--- src/rtl/data_mem_sweep.sv ---
// data_mem_sweep: single-port data RAM with a sequential clear sweep.
// Read latency: 0 cycles (combinational), or 1 cycle with DATA_MEM_REG_READ_EN.
// Backpressure: Busy is high during a sweep; writes then are dropped and flagged on WrErr.
//
// Optional feature macro: DATA_MEM_REG_READ_EN
//   defined   -> DataOut is registered (1-cycle latency, write-first bypass)
//   undefined -> DataOut is a combinational read of the array
//
// Ports:
//   Clk          system clock, all state changes on the rising edge
//   Reset        synchronous active-high reset; starts a full clear sweep
//   WriteEn      write strobe for the current cycle
//   ClearReq     single-cycle request to re-zero the whole array
//   DataAddress  read/write word address
//   DataIn       write data
//   DataOut      read data (0 while Busy or when the address is out of range)
//   Busy         high while a clear sweep is in progress
//   WrErr        one-cycle pulse per dropped write
//   WrCount      saturating count of accepted writes
module data_mem_sweep #(
  parameter int DW    = 8,
  parameter int AW    = 8,
  parameter int DEPTH = 1 << AW,
  parameter int CW    = 16
) (
  input  logic          Clk,
  input  logic          Reset,
  input  logic          WriteEn,
  input  logic          ClearReq,
  input  logic [AW-1:0] DataAddress,
  input  logic [DW-1:0] DataIn,
  output logic [DW-1:0] DataOut,
  output logic          Busy,
  output logic          WrErr,
  output logic [CW-1:0] WrCount
);

  typedef enum logic {
    CLEAR = 1'b0,
    READY = 1'b1
  } state_t;

  // One extra bit so DEPTH == 2**AW still compares correctly.
  localparam logic [AW:0]   DEPTH_W = (AW+1)'(DEPTH);
  localparam logic [AW-1:0] LAST    = AW'(DEPTH - 1);
  localparam logic [CW-1:0] CNT_MAX = '1;

  state_t        state, state_n;
  logic [AW-1:0] ptr, ptr_n;
  logic          busy_n;

  logic [DW-1:0] core [DEPTH];

  logic addr_ok;
  logic wr_ok;
  logic wr_drop;

  assign addr_ok = ({1'b0, DataAddress} < DEPTH_W);

  // A write is taken only in READY, in range, and when no clear arrives in
  // the same cycle (the clear has priority).
  assign wr_ok   = (state == READY) && WriteEn && !ClearReq && addr_ok;
  assign wr_drop = WriteEn && !wr_ok;

  // Next-state logic
  always_comb begin
    state_n = state;
    ptr_n   = ptr;
    busy_n  = Busy;
    case (state)
      CLEAR: begin
        // ClearReq is deliberately ignored here: the sweep never restarts.
        ptr_n = ptr + AW'(1);
        if (ptr == LAST) begin
          state_n = READY;
          busy_n  = 1'b0;
          ptr_n   = '0;
        end
      end
      READY: begin
        if (ClearReq) begin
          state_n = CLEAR;
          ptr_n   = '0;
          busy_n  = 1'b1;
        end
      end
      default: begin
        state_n = CLEAR;
        ptr_n   = '0;
        busy_n  = 1'b1;
      end
    endcase
  end

  // State, status and counter registers
  always_ff @(posedge Clk) begin
    if (Reset) begin
      state   <= CLEAR;
      ptr     <= '0;
      Busy    <= 1'b1;
      WrErr   <= 1'b0;
      WrCount <= '0;
    end else begin
      state <= state_n;
      ptr   <= ptr_n;
      Busy  <= busy_n;
      WrErr <= wr_drop;
      if (wr_ok && (WrCount != CNT_MAX)) begin
        WrCount <= WrCount + CW'(1);
      end
    end
  end

  // Array: no reset, so a held Reset leaves contents untouched; the sweep
  // that follows Reset is what zeroes it.
  always_ff @(posedge Clk) begin
    if (!Reset) begin
      if (state == CLEAR) begin
        core[ptr] <= '0;
      end else if (wr_ok) begin
        core[DataAddress] <= DataIn;
      end
    end
  end

`ifdef DATA_MEM_REG_READ_EN
  // Registered read with write-first bypass.
  always_ff @(posedge Clk) begin
    if (Reset || Busy) begin
      DataOut <= '0;
    end else if (wr_ok) begin
      DataOut <= DataIn;
    end else if (addr_ok) begin
      DataOut <= core[DataAddress];
    end else begin
      DataOut <= '0;
    end
  end
`else
  // Combinational read; a same-cycle write is not visible until the edge.
  always_comb begin
    DataOut = '0;
    if (!Busy && addr_ok) begin
      DataOut = core[DataAddress];
    end
  end
`endif

endmodule

--- config.mk ---
export PLATFORM = sky130hd
export DESIGN_NAME = data_mem_sweep
export DESIGN_NICKNAME = d
export VERILOG_FILES = /design/src/rtl/data_mem_sweep.sv
export SDC_FILE = /design/constraint.sdc
export NUM_CORES = 2
export LEC_CHECK = 0
export CAP_MARGIN = 0
export CORE_MARGIN = 2
export CORE_UTILIZATION = 55
export CTS_CLUSTER_DIAMETER = 120
export DETAILED_ROUTE_END_ITERATION = 12
export GPL_ROUTABILITY_DRIVEN = 0
export PLACE_DENSITY = 0.71
export SLEW_MARGIN = 30
export SYNTH_ARGS = -nofsm -noshare
export SYNTH_HDL_FRONTEND = slang
export SYNTH_SLANG_ARGS = --single-unit
--- constraint.sdc ---
create_clock -name Clk -period 18.3 [get_ports Clk]
set_input_delay 5.49 -clock Clk [delete_from_list [all_inputs] [get_ports Clk]]
set_output_delay 5.49 -clock Clk [all_outputs]
set_load 0.005 [all_outputs]
After elaboration in Yosys (flattened, before gate mapping):

Memories as Yosys holds them, arrays and structs flattened.
Index checks and enable logic that the tools add are counted.
W data, S select, Z words.

* $add $sub $neg: 2
* equal/unequal tests: 4
* muxes and demuxes: 20
* bitwise logic cells: 1
* reductions and logical operators: 8

Operators with widths (number)
* $mux W8: 5
* $add A16 B1 Y16 const B: 1
* $ne A16 B16 Y1 const B: 1
* $pmux W8 S2: 1
* $mux W1: 12
* $add A8 B1 Y8 const B: 1
* $eq A8 B8 Y1 const B: 1
* $reduce_or A8 Y1: 1
* $logic_and A1 B1 Y1: 4
* $ne A2 B2 Y1 const B: 2
* $pmux W1 S2: 2
* $logic_not A1 Y1: 2
* $reduce_and A2 Y1: 1
* $not A1 Y1: 1

* register bits: 27
* bits in writable memories: 2048
* bits of input ports: 20
* output and inout port bits: 26
* word-level logic and storage cells: 41
* memories kept: 1

Memory list
* core: words 256, bits a word 8, rd ports 1, clocked after Yosys merged registers in 0, wr ports 1, line 52 `logic [DW-1:0] core [DEPTH];`

Logic depth before layout (Yosys ltp):

* depth in word-level cells: 8
* mapped depth: 12
* gate-level depth less buffers: 7

Worst setup path before layout:

No wires, ideal clock.

* path type: input to output
* from: in DataAddress[0]
* to: out DataOut[4]
* arrival: 7.141 ns
* required time: 12.810 ns
* setup slack: 5.669 ns
* stages: 9
* buffers on the path: 4
* cell sequence: buf_6 buf_12 buf_12 buf_4 mux4_2 a221oi_1 a22oi_1 nand4_1 o31ai_1

* word-level cells in the longest chain between the ends: 2

RTL lines
* from (decl): line 30 `input logic [AW-1:0] DataAddress,`
* $mem_v2 Z256 W8
* $mux W8: line 143 `if (!Busy && addr_ok) begin`
* to (decl): line 32 `output logic [DW-1:0] DataOut,`

Every way passes these cells.

Worst setup path after layout:

* from: in DataAddress[1]
* to: out DataOut[4]

The elaborated chain is that of the path after synthesis.

==> impl_metrics.toml <==
[final_layout]
fillerInstances = 10391
final_util_pct = 61.0
synthToLayoutAreaGrowth_pct = 10.3
fin_nets = 4273
drive_above_1_share_pct = 17.7
multi_input_area_um2 = 18600
regArea_um2 = 62000

[sta]
fin_worst_skew_ps = 49.2
slew_viol_final = 0
finalCritPeriodShare_pct = 85.2
rsz0062_at_grt = "false"
setup_viol = 0
fin_ws_ps = 2710
clock.fmax_mhz = 64.1
fin_crit_ps = 15590
tns_ps = 0
slew_headroom_pct = 23.0
worst_pin_slew_ps = 1150
finalHoldViolCount = 0

[synth]
netlist_top_cells_area = "edfxtp_1 74%, mux4_2 8.4%, mux2i_1 3.4%"
netlist_instances = 4166
netlist.area_leader.share_pct = 74.4
synth_warnings = 0
seq_area_frac_synth_pct = 75.0
avgSynthCellArea_um2 = 19.8
ys_ff_latch = 2075
yosys_most_used_dff = "edfxtp_1"
synth_edf_count = 2048
ys_types = 84
syn_nets = 4188
netlist_area_um2 = 82700
async_reset_ff_share_pct = 0
yosysTopAreaCell = "edfxtp_1"

[global_route]
grt_overflow = 0
antenna_found_initial = 6
grt_start_max_net_pins = 188
grt_use_total_pct = 29.2
grt_pass1_vias = 42141
grt_pass1_wl_um = 315000

[routing]
drtIter0Drc = 6578
drc_errors = 0
ant_nets = 0
drt_wl_total_um = 222000
vias = 43567
wl_per_cell_um = 34.5
drt-pass1-iter-count = 6
via_per_inst = 6.77

[clock_network]
clk_path_buf_depth = 3
cts-root-buf = "clkbuf_16"
cts_tree = "done"
cts_buffers = 200
cts_hold_buf = 0
ctsResizeCount = 0
clk-insertion-delay-late_ps = 850
numClockSinks = 2075
clk_pin_slew_worst_paths_ps = 60
htreeDepth = 4
post-cts-setup-buffers = 0

[worst_hold_path]
hold_path_class = "register to register"
hold_start = "WrCount[6]"

[placement]
post-place-ws_ps = 2740
dp_hpwl_um = 138000
portBuffers = 45

[power]
p_leak_nw = 27.7
power_density_nw_per_um2 = 106
power.switching_mw = 2.04
peakVddDrop_mv = 0.0821
internal_power_mw = 7.66
combPwrFrac_pct = 3.7
p_total_mw = 9.71
p_sw_share_pct = 21.1
p_clk_share_pct = 43.3
p_seq_share_pct = 53.0

[floorplanning]
chipWidth_um = 392
dieArea_um2 = 153000
rows = 142
initial_core_util_pct = 55.3
die_y_um = 392
pin_count = 46
core-area_um2 = 150000

[worst_setup_path]
startpoint_type = "input pin"
critPathArrivalTime_ps = 10100
cp_max_fo = 84
crit_required_ps = 12810
crit_type = "input pin to primary output"
r2r-start = "state"
crit_path_end_kind = "primary output"
cp-startpoint = "DataAddress[1]"

[run]
max_cap_viol_count = 0

[outcome]
status = "completed"
synth_stat cells, types with 8 or more instances:
| cell | number |
|---|---|
| nor3_1 | 60 |
| nand2_1 | 113 |
| nand4_1 | 24 |
| buf_12 | 43 |
| buf_4 | 13 |
| mux2i_1 | 278 |
| and3_1 | 15 |
| nand2b_1 | 20 |
| mux4_1 | 71 |
| or3_1 | 8 |
| buf_6 | 15 |
| a2111oi_0 | 10 |
| o21ai_1 | 8 |
| mux4_2 | 308 |
| dfxtp_1 | 27 |
| and2_1 | 16 |
| a22oi_1 | 72 |
| a21oi_1 | 60 |
| nand3_1 | 66 |
| xor2_1 | 10 |
| buf_8 | 11 |
| edfxtp_1 | 2048 |
| o221ai_1 | 65 |
| o21ai_0 | 57 |
| clkbuf_8 | 18 |
| buf_2 | 73 |
| nor4_1 | 20 |
| mux2_2 | 18 |
| nor2_1 | 315 |
| o221ai_2 | 13 |
| nand3b_1 | 13 |
| clkbuf_1 | 79 |
| o22ai_1 | 59 |
| a311oi_1 | 10 |
| a211oi_1 | 19 |
final timing paths:
path	endpoint	slack, ps	cells past startpoint
max	DataOut[4]	2710	10
min	WrCount[6]	540	2
max reg2reg	core[249][7]	13900	6
min reg2reg	WrCount[6]	540	2
area by class of cell:
cell class | instances | area share, %
inverters | 6 | 0.0274
well taps | 2016 | 2.77
flip-flops and latches | 2075 | 68.0
repair buffers | 140 | 1.51
multi-input cells | 1828 | 20.4
clock inverters | 125 | 1.61
clock buffers | 242 | 5.71
diodes | 2 | 0.00549
state kept, by name, summed over array words and instances (netlist names):
| name | cells |
|---|---|
| Busy | 1 |
| WrCount | 16 |
| WrErr | 1 |
| state | 1 |
| ptr | 8 |
| core | 2048 |
cells in the final DEF (no fill, tap or decap), types with 25 or more instances in the layout:
cell type / n
nand3_1: 62
o21ai_0: 57
edfxtp_1: 2048
clkbuf_1: 40
clkinv_1: 48
o22ai_1: 59
mux2i_1: 278
a22oi_1: 72
clkinv_2: 29
dfxtp_1: 27
nor3_1: 57
clkdlybuf4s50_1: 41
nor2_1: 306
bufinv_16: 25
clkbuf_16: 202
o221ai_1: 65
buf_4: 78
nand2_1: 113
mux4_2: 308
mux4_1: 71
a21oi_1: 60
per-layer routing:
layer | GRT usage (%) | wire length [µm]
met5 | 0 | 72
met4 | 12.3 | 10000
met3 | 8.27 | 28500
met2 | 42.6 | 99900
met1 | 41.6 | 83500
stage by stage:
stage | hold slack [ps] | cells | cell area [µm²]
after global routing | 562 | 6433 | 91200
after global placement | 504 | 6059 | 84300
after floorplan | 500 | 4166 | 82700
after detailed placement | 526 | 6060 | 84400
after CTS | 538 | 6427 | 91100
final | 538 | 6434 | 91200
power by group through the flow:
| stage | clock network, mW | registers (mW) | logic (mW) |
|---|---|---|---|
| 2_1_floorplan | 0 | 5.25 | 0.249 |
| 3_3_place_gp | 0 | 5.25 | 0.346 |
| 3_5_place_dp | 0 | 5.25 | 0.347 |
| 4_1_cts | 4.22 | 5.15 | 0.349 |
| 5_1_grt | 4.40 | 5.14 | 0.365 |
| 6_report | 4.20 | 5.15 | 0.359 |
worst max-delay path, stage by stage:
cell             delay (ps)
buf_8                   240
buf_12                  290
or2_4                   520
buf_4                   450
o221ai_1                350
nor3_1                  200
nor3_1                  610
nand4_1                 310
o31ai_2                 870
clkdlybuf4s50_1         660
cell families (layout without fill, tap and decap cells):
kind of cell	count (synthesis)	in the layout	synth area share, %
AO/OA/AOI/OAI	431	431	3.84
XOR/XNOR	16	16	0.169
adder cells (fa/ha/maj)	2	2	0.0303
buffers and inverters	263	513	2.72
flip-flops	2075	2075	75.0
multiplexers	675	675	14.3
other	0	2	0
AND/OR/NAND/NOR	704	704	3.96
Power figures use the tool's default switching activity.
